## config.mk

```make
export PLATFORM = sky130hd
export DESIGN_NAME = cu_seq_decode_flat
export DESIGN_NICKNAME = d
export VERILOG_FILES = /design/src/rtl/cu_seq_decode_if.sv /design/src/rtl/cu_seq_decode.sv /design/src/flat_wrapper.sv
export SDC_FILE = /design/constraint.sdc
export NUM_CORES = 1
export LEC_CHECK = 0
export BUFFER_PORTS_ARGS = -buffer_cell sky130_fd_sc_hd__buf_2
export CORE_MARGIN = 4
export CORE_UTILIZATION = 56
export DETAILED_ROUTE_END_ITERATION = 7
export HOLD_SLACK_MARGIN = 0.06
export PLACE_DENSITY = 0.94
export SLEW_MARGIN = 20
export SYNTH_ARGS = -nofsm -noshare
export SYNTH_HDL_FRONTEND = slang
export SYNTH_SLANG_ARGS = --single-unit
```

## constraint.sdc

```tcl
create_clock -name clk -period 2.2 [get_ports clk]
set_clock_uncertainty 0.1 [all_clocks]
set_input_delay 0.22 -clock clk [delete_from_list [all_inputs] [get_ports clk]]
set_output_delay 0.22 -clock clk [all_outputs]
set_load 0.02 [all_outputs]
```

## src/rtl/cu_seq_decode_if.sv

```systemverilog
// rtl/cu_seq_decode_if.sv - decode slot handshake and deco->exe control bundle
interface cu_seq_decode_if #(
  parameter int ALU_W = 4
);
  typedef struct packed {
    logic             pcSrc;
    logic             regWrite;
    logic [1:0]       memToReg;
    logic             memWrite;
    logic             memPixWrite;
    logic [ALU_W-1:0] aluControl;
    logic             aluSrc;
    logic             immSrc;
    logic             flagWrite;
    logic             branch;
    logic             trigControl;
  } deco_exe_cu_signals_t;

  logic                 in_valid;
  logic [1:0]           in_op;
  logic [4:0]           in_cmd;
  logic                 in_imm;
  logic                 stall;
  logic                 out_valid;
  deco_exe_cu_signals_t ctrl;
  logic                 reg_src_a1;
  logic                 reg_src_a2;
  logic                 b_link;
  logic                 illegal;

  modport slave (
    input  in_valid, in_op, in_cmd, in_imm,
    output stall, out_valid, ctrl, reg_src_a1, reg_src_a2, b_link, illegal
  );

  modport master (
    output in_valid, in_op, in_cmd, in_imm,
    input  stall, out_valid, ctrl, reg_src_a1, reg_src_a2, b_link, illegal
  );
endinterface

```

## src/rtl/cu_seq_decode.sv

```systemverilog
// rtl/cu_seq_decode.sv - registered decode control unit with multi-cycle issue and branch shadow
// Optional illegal-encoding trap: define CU_ILLEGAL_TRAP_EN.
module cu_seq_decode #(
  parameter int MUL_LAT     = 3,
  parameter int TRIG_LAT    = 8,
  parameter int FLUSH_DEPTH = 2,
  parameter int ALU_W       = 4
) (
  input  logic             clk,
  input  logic             rst_n,
  cu_seq_decode_if.slave   bus
);
  typedef struct packed {
    logic             pcSrc;
    logic             regWrite;
    logic [1:0]       memToReg;
    logic             memWrite;
    logic             memPixWrite;
    logic [ALU_W-1:0] aluControl;
    logic             aluSrc;
    logic             immSrc;
    logic             flagWrite;
    logic             branch;
    logic             trigControl;
  } ctrl_t;

  typedef enum logic [1:0] {S_RUN = 2'd0, S_BUSY = 2'd1, S_SHADOW = 2'd2} state_t;

  localparam int MAX_LAT = (MUL_LAT > TRIG_LAT) ? MUL_LAT : TRIG_LAT;
  localparam int CNT_W   = $clog2(MAX_LAT + 1);

  localparam logic [1:0] OP_PROC = 2'b00;
  localparam logic [1:0] OP_MEM  = 2'b01;
  localparam logic [1:0] OP_FLOW = 2'b10;

  localparam logic [4:0] C_AND = 5'd0,  C_XOR = 5'd1,  C_SUB = 5'd2,  C_ADD = 5'd3;
  localparam logic [4:0] C_ORR = 5'd4,  C_MOV = 5'd5,  C_LSL = 5'd6,  C_LSR = 5'd7;
  localparam logic [4:0] C_MUL = 5'd8,  C_CMP = 5'd9,  C_SIN = 5'd10, C_COS = 5'd11;
  localparam logic [4:0] C_NOP = 5'd12;

  localparam logic [ALU_W-1:0] A_MOV = ALU_W'(0), A_SUB = ALU_W'(1), A_ADD = ALU_W'(2);
  localparam logic [ALU_W-1:0] A_ORR = ALU_W'(3), A_XOR = ALU_W'(4), A_AND = ALU_W'(5);
  localparam logic [ALU_W-1:0] A_MUL = ALU_W'(6), A_LSL = ALU_W'(7), A_LSR = ALU_W'(8);

`ifdef CU_ILLEGAL_TRAP_EN
  localparam bit TRAP_EN = 1'b1;
`else
  localparam bit TRAP_EN = 1'b0;
`endif

  state_t           state_q, state_d;
  logic [CNT_W-1:0] cnt_q, cnt_d;
  logic [2:0]       sq_q, sq_d;

  ctrl_t dec;
  logic  dec_a2, dec_link, dec_bad, dec_mul, dec_trig, dec_flow;
  logic  accept, trap;

  ctrl_t ctrl_q, ctrl_d;
  logic  out_valid_q, out_valid_d;
  logic  a2_q, a2_d, link_q, link_d;

  // Pure combinational decode of the slot contents; sequencing is layered on top.
  always_comb begin
    dec      = '0;
    dec_a2   = 1'b0;
    dec_link = 1'b0;
    dec_bad  = 1'b0;
    dec_mul  = 1'b0;
    dec_trig = 1'b0;
    dec_flow = 1'b0;
    case (bus.in_op)
      OP_PROC: begin
        case (bus.in_cmd)
          C_AND: begin dec.regWrite = 1'b1; dec.aluControl = A_AND; dec.memToReg = 2'b01; end
          C_XOR: begin dec.regWrite = 1'b1; dec.aluControl = A_XOR; dec.memToReg = 2'b01; end
          C_SUB: begin dec.regWrite = 1'b1; dec.aluControl = A_SUB; dec.memToReg = 2'b01; end
          C_ADD: begin dec.regWrite = 1'b1; dec.aluControl = A_ADD; dec.memToReg = 2'b01; end
          C_ORR: begin dec.regWrite = 1'b1; dec.aluControl = A_ORR; dec.memToReg = 2'b01; end
          C_MOV: begin dec.regWrite = 1'b1; dec.aluControl = A_MOV; dec.memToReg = 2'b01; end
          C_LSL: begin dec.regWrite = 1'b1; dec.aluControl = A_LSL; dec.memToReg = 2'b01; end
          C_LSR: begin dec.regWrite = 1'b1; dec.aluControl = A_LSR; dec.memToReg = 2'b01; end
          C_MUL: begin
            dec.regWrite = 1'b1; dec.aluControl = A_MUL; dec.memToReg = 2'b01; dec_mul = 1'b1;
          end
          C_CMP: begin dec.aluControl = A_SUB; dec.flagWrite = 1'b1; end
          C_SIN: begin dec.regWrite = 1'b1; dec.memToReg = 2'b11; dec_trig = 1'b1; end
          C_COS: begin
            dec.regWrite = 1'b1; dec.memToReg = 2'b11; dec.trigControl = 1'b1; dec_trig = 1'b1;
          end
          C_NOP:   ;
          default: dec_bad = 1'b1;
        endcase
        if (bus.in_imm && !dec_bad && bus.in_cmd != C_NOP) begin
          dec.aluSrc = 1'b1;
          dec.immSrc = 1'b0;
        end
      end
      OP_MEM: begin
        case (bus.in_cmd[1:0])
          2'b00: begin
            dec.regWrite = 1'b1; dec.aluSrc = 1'b1; dec.aluControl = A_ADD; dec.memToReg = 2'b00;
          end
          2'b01: begin
            dec.memWrite = 1'b1; dec.aluSrc = 1'b1; dec.aluControl = A_ADD; dec_a2 = 1'b1;
          end
          2'b10:   begin dec.regWrite = 1'b1; dec.memToReg = 2'b10; end
          default: begin dec.memPixWrite = 1'b1; dec_a2 = 1'b1; end
        endcase
      end
      OP_FLOW: begin
        dec_flow   = 1'b1;
        dec.branch = 1'b1;
        dec.pcSrc  = 1'b1;
        if (bus.in_cmd[0]) begin
          dec_link     = 1'b1;
          dec.regWrite = 1'b1;
        end
      end
      default: dec_bad = 1'b1;
    endcase
  end

  assign accept = bus.in_valid && (state_q != S_BUSY);
  assign trap   = TRAP_EN && dec_bad;

  always_ff @(posedge clk or negedge rst_n) begin
    if (!rst_n) begin
      state_q     <= S_RUN;
      cnt_q       <= '0;
      sq_q        <= '0;
      out_valid_q <= 1'b0;
      ctrl_q      <= '0;
      a2_q        <= 1'b0;
      link_q      <= 1'b0;
    end else begin
      state_q     <= state_d;
      cnt_q       <= cnt_d;
      sq_q        <= sq_d;
      out_valid_q <= out_valid_d;
      ctrl_q      <= ctrl_d;
      a2_q        <= a2_d;
      link_q      <= link_d;
    end
  end

  always_comb begin
    state_d = state_q;
    cnt_d   = cnt_q;
    sq_d    = sq_q;
    case (state_q)
      S_RUN: begin
        if (accept && !trap) begin
          if (dec_mul && MUL_LAT > 1) begin
            state_d = S_BUSY;
            cnt_d   = CNT_W'(MUL_LAT - 1);
          end else if (dec_trig && TRIG_LAT > 1) begin
            state_d = S_BUSY;
            cnt_d   = CNT_W'(TRIG_LAT - 1);
          end else if (dec_flow && FLUSH_DEPTH > 0) begin
            state_d = S_SHADOW;
            sq_d    = 3'(FLUSH_DEPTH);
          end
        end
      end
      S_BUSY: begin
        cnt_d = cnt_q - CNT_W'(1);
        if (cnt_q == CNT_W'(1)) state_d = S_RUN;
      end
      S_SHADOW: begin
        // Only consumed slots count, so idle cycles leave the shadow open.
        if (accept) begin
          sq_d = sq_q - 3'd1;
          if (sq_q == 3'd1) state_d = S_RUN;
        end
      end
      default: state_d = S_RUN;
    endcase
  end

  always_comb begin
    out_valid_d = 1'b0;
    ctrl_d      = '0;
    a2_d        = 1'b0;
    link_d      = 1'b0;
    if (state_q == S_RUN && accept && !trap) begin
      out_valid_d = 1'b1;
      ctrl_d      = dec;
      a2_d        = dec_a2;
      link_d      = dec_link;
    end
  end

`ifdef CU_ILLEGAL_TRAP_EN
  logic illegal_q;
  always_ff @(posedge clk or negedge rst_n) begin
    if (!rst_n)            illegal_q <= 1'b0;
    else if (accept && trap) illegal_q <= 1'b1;
  end
  assign bus.illegal = illegal_q;
`else
  assign bus.illegal = 1'b0;
`endif

  assign bus.stall      = (state_q == S_BUSY);
  assign bus.out_valid  = out_valid_q;
  assign bus.ctrl       = ctrl_q;
  assign bus.reg_src_a1 = 1'b0;
  assign bus.reg_src_a2 = a2_q;
  assign bus.b_link     = link_q;
endmodule
```

## src/flat_wrapper.sv

```systemverilog
// flat-port wrapper written by rule: the top's interface ports become plain ports
module cu_seq_decode_flat 
#(
  parameter int MUL_LAT     = 3,
  parameter int TRIG_LAT    = 8,
  parameter int FLUSH_DEPTH = 2,
  parameter int ALU_W       = 4
)
  (clk, rst_n, bus_in_valid, bus_in_op, bus_in_cmd, bus_in_imm, bus_stall, bus_out_valid, bus_ctrl, bus_reg_src_a1, bus_reg_src_a2, bus_b_link, bus_illegal);
  cu_seq_decode_if #(.ALU_W(ALU_W)) bus_i ();
  input  logic clk;
  input  logic rst_n;
  input wire logic [$bits(bus_i.in_valid)-1:0] bus_in_valid;
  input wire logic [$bits(bus_i.in_op)-1:0] bus_in_op;
  input wire logic [$bits(bus_i.in_cmd)-1:0] bus_in_cmd;
  input wire logic [$bits(bus_i.in_imm)-1:0] bus_in_imm;
  output wire logic [$bits(bus_i.stall)-1:0] bus_stall;
  output wire logic [$bits(bus_i.out_valid)-1:0] bus_out_valid;
  output wire logic [$bits(bus_i.ctrl)-1:0] bus_ctrl;
  output wire logic [$bits(bus_i.reg_src_a1)-1:0] bus_reg_src_a1;
  output wire logic [$bits(bus_i.reg_src_a2)-1:0] bus_reg_src_a2;
  output wire logic [$bits(bus_i.b_link)-1:0] bus_b_link;
  output wire logic [$bits(bus_i.illegal)-1:0] bus_illegal;
  assign bus_i.in_valid = bus_in_valid;
  assign bus_i.in_op = bus_in_op;
  assign bus_i.in_cmd = bus_in_cmd;
  assign bus_i.in_imm = bus_in_imm;
  assign bus_stall = bus_i.stall;
  assign bus_out_valid = bus_i.out_valid;
  assign bus_ctrl = bus_i.ctrl;
  assign bus_reg_src_a1 = bus_i.reg_src_a1;
  assign bus_reg_src_a2 = bus_i.reg_src_a2;
  assign bus_b_link = bus_i.b_link;
  assign bus_illegal = bus_i.illegal;
  cu_seq_decode #(.MUL_LAT(MUL_LAT), .TRIG_LAT(TRIG_LAT), .FLUSH_DEPTH(FLUSH_DEPTH), .ALU_W(ALU_W)) u_core (.clk(clk), .rst_n(rst_n), .bus(bus_i));
endmodule
```

==> flow_summary.ini, run 1 <==
[grt]
grt_pass1_wl_mm = 4.40
gr-usage-all-layers_pct = 17.3
grt-ovfl-total = 0
grt_pass1_vias = 1011
grt_max_degree = 26
antenna_found_initial = 0

[setup_path]
ff2ff_setup_slack_ns = 0.45
critPathKind = in2reg
worstSetupStartpointType = primary input
r2r_end = u_core.cnt_q[2]$_DFFE_PN0P_
cp.required_ns = 2.30
rr_startpoint = u_core.state_q[1]$_DFFE_PN0P_
cp.arrival_ns = 1.86
cp-end-kind = flop
cp_max_fo = 7
reg2reg_depth = 4

[power_and_ir_drop]
p_leak_uw = 0.000742
internal-power_uw = 731
swShare_pct = 34.3
p_clk_share_pct = 18.1
p_comb_share_pct = 27.8
totalPowerFinal_uw = 1110
p_switching_uw = 381
ir_drop_v = 0.000529
seqPwrFrac_pct = 54.1
p_per_area_mw_per_mm2 = 757

[die]
start_util_pct = 59.1
dieArea_sq_mm = 0.00317
rows = 17
core_region_area_sq_mm = 0.00221
dieWidth_um = 56.3
ios = 32
die_y_um = 56.3

[synthesis]
synth_edf_count = 0
synth-main-ff-cell = dfrtp_1
synthArstFlopShare_pct = 100
synth_cell_type_count = 44
yosysSeqAreaShare_pct = 47.8
yosys.area.top_type = dfrtp_1
synth-seq-cells = 25
netlist_instances = 130
synth.avg_cell_area_sq_um = 10.1
synth_area_sq_mm = 0.00131
yosys_warnings = 0
synth_area_leaders = dfrtp_1, ha_1, a21oi_1
yosysTopAreaCellShare_pct = 47.8

[timing]
tns_ns = 0
fin_crit_ns = 1.76
worstMarginPinSlew_ns = 0.499
max_slew_margin_pct = 66.3
drv_slew = 0
period_share_pct = 79.9
hold_violations = 0
timing.hold.ws_ns = 0.0953
setup_viol = 0
fmax_mhz = 569
rsz0062_at_grt = no

[final_layout]
drive_above_1_share_pct = 23.2
areaGrowthSynthToFinish_pct = 12.4
num_antenna_cells = 0
layout.nets = 171

[placement]
numPortBuffers = 28
gp_congestion = 0.952
dp_hpwl_mm = 1.95

[routing]
post_drt_wl_per_cell_um = 14.3
wl_mm = 2.63
vias = 1057
drt_first_iter_violations = 28
ant_nets = 0
vias_per_cell = 5.78
first_pass_iters = 4
drc = 0

[status]
status = completed

[clock_network]
htree_levels = 1
clkTransAtPathRegs_ns = 0.13
cts_inserted_buffers = 3
clkLatencyLatePin_ns = 0.32
clk_path_buf_depth = 2
post_cts_buffers = 0
root_buffer = clkbuf_4
cts.sink_count = 25
cts_tree = yes

[min_path]
holdCritStartpoint = bus_in_op[1]
holdPathEnd = u_core.bus.reg_src_a2$_DFF_PN0_
hold_class = in2reg
hold_depth = 2

[run]
drv_cap = 0
## worst max-delay path, cell delays in order
cell           delay (ns)
dlygate4sd3_1        0.56
buf_2                0.18
nor3b_2              0.39
mux2i_1              0.13
nor4b_1              0.38
## placed cells by master (no fill, tap or decap), drive strengths merged, types with 2 or more instances in the layout
cell type | netlist | routed
o21a | 2 | 2
and4 | 2 | 2
o21ai | 5 | 5
nor3 | 6 | 6
and2 | 2 | 2
inv | 7 | 7
a21oi | 8 | 8
ha | 4 | 4
a211oi | 3 | 3
dfrtp | 25 | 25
nand2 | 6 | 6
clkbuf | 4 | 4
buf | 7 | 28
nand2b | 6 | 6
and3b | 2 | 2
nor3b | 2 | 2
mux2i | 2 | 2
nor2 | 7 | 7
nand3 | 3 | 3
conb | 1 | 3
nor4b | 3 | 3
nor4 | 2 | 2
dlygate4sd3 | 0 | 2
nor2b | 5 | 5
nand3b | 2 | 2
## power by group through the flow
| stage | registers [uW] | logic (uW) | clock network (uW) |
|---|---|---|---|
| floorplan | 599 | 243 | 0 |
| global placement | 602 | 286 | 0 |
| detailed placement | 608 | 307 | 0 |
| CTS | 600 | 309 | 203 |
| global route | 613 | 346 | 226 |
| finish | 602 | 309 | 202 |
## final cells by class
type / count / area [sq um]
Sequential cell: 25 / 626
Tap cell: 28 / 35.0
Multi-Input combinational cell: 88 / 588
Clock buffer: 4 / 26.3
Fill cell: 167 / 742
Inverter: 8 / 35.0
Timing Repair Buffer: 30 / 160
## what timing repair did
action / CTS / global route
endpoints found under the setup margin: 0 / 0
resized for setup: 0 / 0
endpoints found under the hold margin: 27 / 0
hold buffers: 2 / 0
## how the worst max path moves through the flow
stage	from	end	slack, ns	depth (start not counted)
5_1_grt	u_core.state_q[1]$_DFFE_PN0P_	u_core.cnt_q[2]$_DFFE_PN0P_	0.37	4
4_1_cts	u_core.state_q[1]$_DFFE_PN0P_	u_core.cnt_q[2]$_DFFE_PN0P_	0.46	4
3_3_place_gp	u_core.state_q[1]$_DFFE_PN0P_	u_core.cnt_q[2]$_DFFE_PN0P_	0.57	4
3_5_place_dp	u_core.state_q[1]$_DFFE_PN0P_	u_core.cnt_q[2]$_DFFE_PN0P_	0.48	4
2_1_floorplan	u_core.state_q[0]$_DFFE_PN0P_	u_core.cnt_q[2]$_DFFE_PN0P_	0.74	5
6_report	bus_in_cmd[4]	u_core.bus.ctrl[12]$_DFF_PN0_	0.44	5
## routing by layer
layer,track usage (%),up-vias,share of wire (%)
li1,-,506,-
met1,22.1,490,40
met2,28.2,52,49
met3,3.91,9,8.5
met4,7.46,0,2.5
met5,0,-,0
## cell usage after synthesis, types with 4 or more instances
cell      count
nor2_1        7
nor3_1        5
o21ai_0       5
nor2b_1       5
buf_4         4
a21oi_1       8
nand2_1       5
ha_1          4
dfrtp_1      25
inv_1         7
clkbuf_1      4
nand2b_1      6
## state kept, by name (all words and copies together), names as in the netlist
signal                 count
u_core.bus.b_link          1
u_core.bus.ctrl           13
u_core.bus.out_valid       1
u_core.bus.reg_src_a2      1
u_core.cnt_q               4
u_core.sq_q                3
u_core.state_q             2
## kinds of logic (layout without fill, tap and decap cells)
logic type	count (synthesis)	after routing	synth area share, %
simple gates	52	52	25.2
compound gates	27	27	13.6
flops	25	25	47.8
buf+inv	19	42	7.75
fa+ha+maj	4	4	3.83
mux	2	2	1.53
other cells	1	3	0.287
## stage by stage
| step | setup WS, ns | instances | instance area [sq um] | util (%) |
|---|---|---|---|---|
| after global routing | 0.371 | 183 | 1470 | 66.5 |
| after detailed placement | 0.483 | 177 | 1420 | 64.4 |
| after global placement | 0.566 | 177 | 1420 | 64.4 |
| after CTS | 0.457 | 183 | 1470 | 66.5 |
| final | 0.443 | 183 | 1470 | 66.5 |
| after floorplan | 0.738 | 132 | 1320 | - |
(Power assumes the default switching activity.)
==> run 2, diff against run 1 <==
ABC_AREA = 1   (was not set)
CORE_UTILIZATION = 47   (was 56)
PLACE_DENSITY = 0.85   (was 0.94)
clock period = 1.5 ns   (was 2.2 ns; I/O delays follow)
==> run 2 against run 1 <==
Die area is 17% higher. Combinational power is 130% higher. Routed wire length hardly changed. Power is 69% higher. Flip-flop and latch count stayed put. Via count is 10% higher. Final cell count is 28% higher. Core utilization is 3.4 points lower. Design area is 10% higher. Non-clock buffer count is 8 higher. Global-route usage is 1.3 points lower. Largest cell class unchanged.
==> flow_summary.ini, run 2 <==
[status]
status = completed

[routing]
drt_first_iter_violations = 19
vias_per_cell = 4.96
first_pass_iters = 4
wl_mm = 2.63
post_drt_wl_per_cell_um = 11.2
ant_nets = 0
vias = 1166
drc = 0

[grt]
grt_pass1_vias = 1042
grt-ovfl-total = 0
grt_max_degree = 26
gr-usage-all-layers_pct = 16.0
grt_pass1_wl_mm = 4.46
antenna_found_initial = 0

[clock_network]
clk_path_buf_depth = 2
htree_levels = 1
cts.sink_count = 25
cts_inserted_buffers = 3
root_buffer = clkbuf_4
clkTransAtPathRegs_ns = 0.12
cts_tree = yes
clkLatencyLatePin_ns = 0.31

[power_and_ir_drop]
seqPwrFrac_pct = 46.3
p_per_area_mw_per_mm2 = 1160
p_switching_uw = 735
p_clk_share_pct = 15.4
internal-power_uw = 1150
swShare_pct = 39.0
ir_drop_v = 0.000777
p_comb_share_pct = 38.3
p_leak_uw = 0.000948

[synthesis]
synth_cell_type_count = 22
synth_commonest_cells = nand2_1, dfrtp_1, inv_1, nand3_1, nor2_1
yosys.area.top_type = dfrtp_1
synth_most_common_cell = nand2_1
synth-main-ff-cell = dfrtp_1
synth_edf_count = 0
synth.avg_cell_area_sq_um = 7.98
synth_area_sq_mm = 0.00132
yosysSeqAreaShare_pct = 47.5
synth_area_leaders = dfrtp_1, nand2_1, nand3_1
synthArstFlopShare_pct = 100
yosysTopAreaCellShare_pct = 47.5
yosys_warnings = 0
synth-seq-cells = 25
netlist_instances = 165

[final_layout]
fillers = 230
areaGrowthSynthToFinish_pct = 23.0
num_antenna_cells = 0
layout.nets = 221
final_common_cell = nand2_1
largest_reg_flops = 13
seqCellArea_sq_um = 626
drive_above_1_share_pct = 25.4
multiInputGateArea_sq_um = 583
final_cell_mix = nand2_1, buf_2, dfrtp_1

[setup_path]
worstSetupStartpointType = primary input
cp_max_fo = 5
cp.arrival_ns = 1.59
ff2ff_setup_slack_ns = 0.18
cp.required_ns = 1.66
cp-end-kind = flop
critPathKind = in2reg

[die]
ios = 32
core_region_area_sq_mm = 0.00257
die_y_um = 60.9
rows = 18
dieArea_sq_mm = 0.00371
dieWidth_um = 60.9
start_util_pct = 51.3

[placement]
gp_congestion = 0.855
dp_hpwl_mm = 1.89
numPortBuffers = 28

[timing]
setup_viol = 0
fmax_mhz = 700
worstMarginPinSlew_ns = 0.539
rsz0062_at_grt = yes
hold_violations = 0
tns_ns = 0
fin_crit_ns = 1.43
timing.hold.ws_ns = 0.0632
drv_slew = 0
period_share_pct = 95.3
max_slew_margin_pct = 64.0

[run]
drv_cap = 0

[min_path]
hold_class = in2reg
## run 2: changes by cell type in the layout (fill, tap and decap cells not counted), sizes merged, moves of 3 or more
cell and change:
nand2b -6, dlygate4sd3 +5, nor2b -5, nor4b -3
nor2 +12, nand2 +40, inv +20, a211oi -3
nand3 +15, a21oi -4
## run 2: per-layer routing
layer	track usage (%)	wire length, um	vias up
li1	-	-	591
met3	1.91	177	6
met5	0	0	-
met4	5.57	47	0
met1	22.3	1140	526
met2	25.8	1260	43
## run 2: worst max-delay path, cell delays in order
cell and delay (ns):
dlygate4sd3_1 0.55, buf_6 0.13, nor2_1 0.26, nand3_1 0.14
nand3_1 0.11, nand2_1 0.06, nand3_1 0.08, nand2_1 0.06
inv_1 0.05
## run 2: final timing paths
check | from | to | cells past startpoint
hold / removal | bus_in_op[0] | u_core.bus.ctrl[5]$_DFF_PN0_ | 4
max in group asynchronous | rst_n | u_core.bus.ctrl[6]$_DFF_PN0_ | 2
min in group asynchronous | rst_n | u_core.bus.ctrl[8]$_DFF_PN0_ | 2
hold reg to reg | u_core.cnt_q[1]$_DFFE_PN0P_ | u_core.cnt_q[1]$_DFFE_PN0P_ | 2
setup / recovery | bus_in_cmd[3] | u_core.bus.ctrl[6]$_DFF_PN0_ | 9
setup reg to reg | u_core.state_q[1]$_DFFE_PN0P_ | u_core.sq_q[1]$_DFFE_PN0P_ | 7
## run 2: timing repair
item                                   in CTS  in global routing
setup endpoints to repair                   0                  7
gates resized for setup                     0                  7
endpoints found under the hold margin      34                  0
buffers inserted                            0                  3
hold buffers                                8                  0
## run 2: final cells by class
| cell class | count | area share (%) |
|---|---|---|
| Clock buffer | 4 | 1.62 |
| Inverter | 27 | 6.25 |
| Multi-Input combinational cell | 111 | 36.0 |
| Sequential cell | 25 | 38.6 |
| Tap cell | 30 | 2.32 |
| Timing Repair Buffer | 38 | 15.2 |
## run 2: power groups by stage
stage / combinational [uW] / clock [uW] / sequential [uW]
after floorplan: 486 / 0 / 893
after global placement: 648 / 0 / 872
after detailed placement: 668 / 0 / 876
after CTS: 685 / 297 / 865
after global routing: 832 / 323 / 888
final: 721 / 291 / 872
## run 2: cells by family after synthesis
group	after synthesis	synth area share, %
compound gates	14	6.27
fa+ha+maj	4	3.80
buf+inv	31	9.97
other cells	1	0.285
simple gates	90	32.2
flops	25	47.5
## run 2: through the flow
| step | util [%] | power [uW] | setup WS, ns | instances | cell area [sq um] |
|---|---|---|---|---|---|
| global placement | 57.4 | 1520 | 0.254 | 221 | 1470 |
| global route | 63.1 | 2040 | -0.0179 | 235 | 1620 |
| finish | 63.1 | 1880 | 0.0709 | 235 | 1620 |
| floorplan | - | 1380 | 0.261 | 167 | 1330 |
| CTS | 61.5 | 1850 | 0.00296 | 233 | 1580 |
| detailed placement | 57.4 | 1540 | 0.199 | 221 | 1470 |
==> run 3, diff against run 2 <==
RECOVER_POWER = 25   (was not set)
==> run 3 against run 2 <==
Global-route usage stayed put. Non-clock buffer count did not move. Sequential power hardly changed. Critical endpoint unchanged. Combinational power is essentially flat. Sequential share of layout area unchanged. Clock power about the same. Core utilization is the same. Flip-flop and latch count stayed put. Via count unchanged. Design area did not move. Largest cell class unchanged. Hold slack unchanged.
==> flow_summary.ini, run 3 (synthesis results as in run 2) <==
[status]
status = completed

[die]
core_region_area_sq_mm = 0.00257
rows = 18
ios = 32
dieArea_sq_mm = 0.00371
start_util_pct = 51.3
die_y_um = 60.9
dieWidth_um = 60.9

[run]
drv_cap = 0

[timing]
period_share_pct = 95.3
hold_violations = 0
drv_slew = 0
rsz0062_at_grt = yes
worstMarginPinSlew_ns = 0.600
max_slew_margin_pct = 60.0
setup_viol = 0
tns_ns = 0
fin_crit_ns = 1.43
fmax_mhz = 700

[placement]
placed_cell_area_sq_mm = 0.00147
numPortBuffers = 28
gp_congestion = 0.855
dp_hpwl_mm = 1.89

[min_path]
holdCritStartpoint = bus_in_op[0]
hold_class = in2reg
holdPathEnd = u_core.bus.ctrl[5]$_DFF_PN0_
hold_depth = 4

[routing]
vias = 1166
post_drt_wl_per_cell_um = 11.2
wl_mm = 2.63
vias_per_cell = 4.96
first_pass_iters = 4
drc = 0
ant_nets = 0
drt_first_iter_violations = 19

[final_layout]
utilization_pct = 63.1
layout.nets = 221
seqCellArea_sq_um = 626
num_antenna_cells = 0
final_cell_mix = nand2_1, buf_2, dfrtp_1
areaGrowthSynthToFinish_pct = 23.0
fillers = 230
stdcell_area_sq_mm = 0.00162
multiInputGateArea_sq_um = 583
drive_above_1_share_pct = 25.4
largest_reg_flops = 13
final_common_cell = nand2_1

[setup_path]
ff2ff_setup_slack_ns = 0.18
path_common_cell = nand3_1
cpPeakStageDelay_ns = 0.55
critical-path-slowest-cell = dlygate4sd3_1
cp.arrival_ns = 1.59
critPathKind = in2reg
worstPathCellList = dlygate4sd3_1 > buf_6 > nor2_1 > nand3_1 > nand3_1 > nand2_1 > nand3_1 > nand2_1 > inv_1
cp-end-kind = flop
worstSetupStartpointType = primary input
reg2reg_depth = 7
cp.required_ns = 1.66
cp_max_fo = 5
rr_startpoint = u_core.state_q[1]$_DFFE_PN0P_
r2r_end = u_core.sq_q[1]$_DFFE_PN0P_

[grt]
gr-usage-all-layers_pct = 16.0
grt_pass1_vias = 1042
antenna_found_initial = 0
grt_max_degree = 26
grt_pass1_wl_mm = 4.46
grt-ovfl-total = 0

[clock_network]
cts_tree = yes
root_buffer = clkbuf_4
cts_inserted_buffers = 3
clkLatencyLatePin_ns = 0.31
cts.sink_count = 25
htree_levels = 1
clk_path_buf_depth = 2
clkTransAtPathRegs_ns = 0.12

[power_and_ir_drop]
p_leak_uw = 0.000949
ir_drop_v = 0.000777
p_per_area_mw_per_mm2 = 1160
## run 3: worst max-delay path by stage
stage	start	to	cells after the start
6_report	bus_in_cmd[3]	u_core.bus.ctrl[6]$_DFF_PN0_	9
3_5_place_dp	u_core.cnt_q[0]$_DFFE_PN0P_	u_core.cnt_q[2]$_DFFE_PN0P_	8
4_1_cts	u_core.state_q[0]$_DFFE_PN0P_	bus_stall	3
3_3_place_gp	bus_in_cmd[2]	u_core.cnt_q[0]$_DFFE_PN0P_	9
5_1_grt	bus_in_op[1]	u_core.cnt_q[0]$_DFFE_PN0P_	8
2_1_floorplan	u_core.state_q[0]$_DFFE_PN0P_	u_core.cnt_q[2]$_DFFE_PN0P_	7
## run 3: cell type report
cell class              instances  share of cell area [%]
inverters                      27                    6.25
repair buffers                 38                    15.2
clock buffers                   4                    1.62
multi-input cells             111                    36.0
well taps                      30                    2.32
flip-flops and latches         25                    38.6
## run 3: critical path, delay by kind of cell
| family | cells | cell delay [ns] |
|---|---|---|
| buffers and inverters | 3 | 0.73 |
| and+or+nand+nor | 6 | 0.71 |
## run 3: power by group
group          internal [uW]  switching (uW)  total [uW]
Sequential               789            82.5         872
Combinational            255             466         721
Clock                    104             187         291
## run 3: stage by stage
| step | worst slack (ns) | hold slack (ns) | std cells | power, uW |
|---|---|---|---|---|
| floorplan | 0.261 | -0.246 | 167 | 1380 |
| global placement | 0.254 | 0.0562 | 221 | 1520 |
| detailed placement | 0.199 | 0.0649 | 221 | 1540 |
| CTS | 0.00296 | 0.0650 | 233 | 1850 |
| global route | -0.0179 | 0.0912 | 235 | 2040 |
| finish | 0.0709 | 0.0632 | 235 | 1880 |
## run 3: routing by layer
layer  global-route usage [%]  wire [um]
met1                     22.3       1140
met2                     25.8       1260
met3                     1.91        177
met4                     5.57         47
met5                        0          0
## run 3: what timing repair did
action                                  CTS  global route
hold buffers                              8             0
gates resized for setup                   0             7
endpoints found under the setup margin    0             7
setup buffers                             0             3
hold endpoints to repair                 34             0
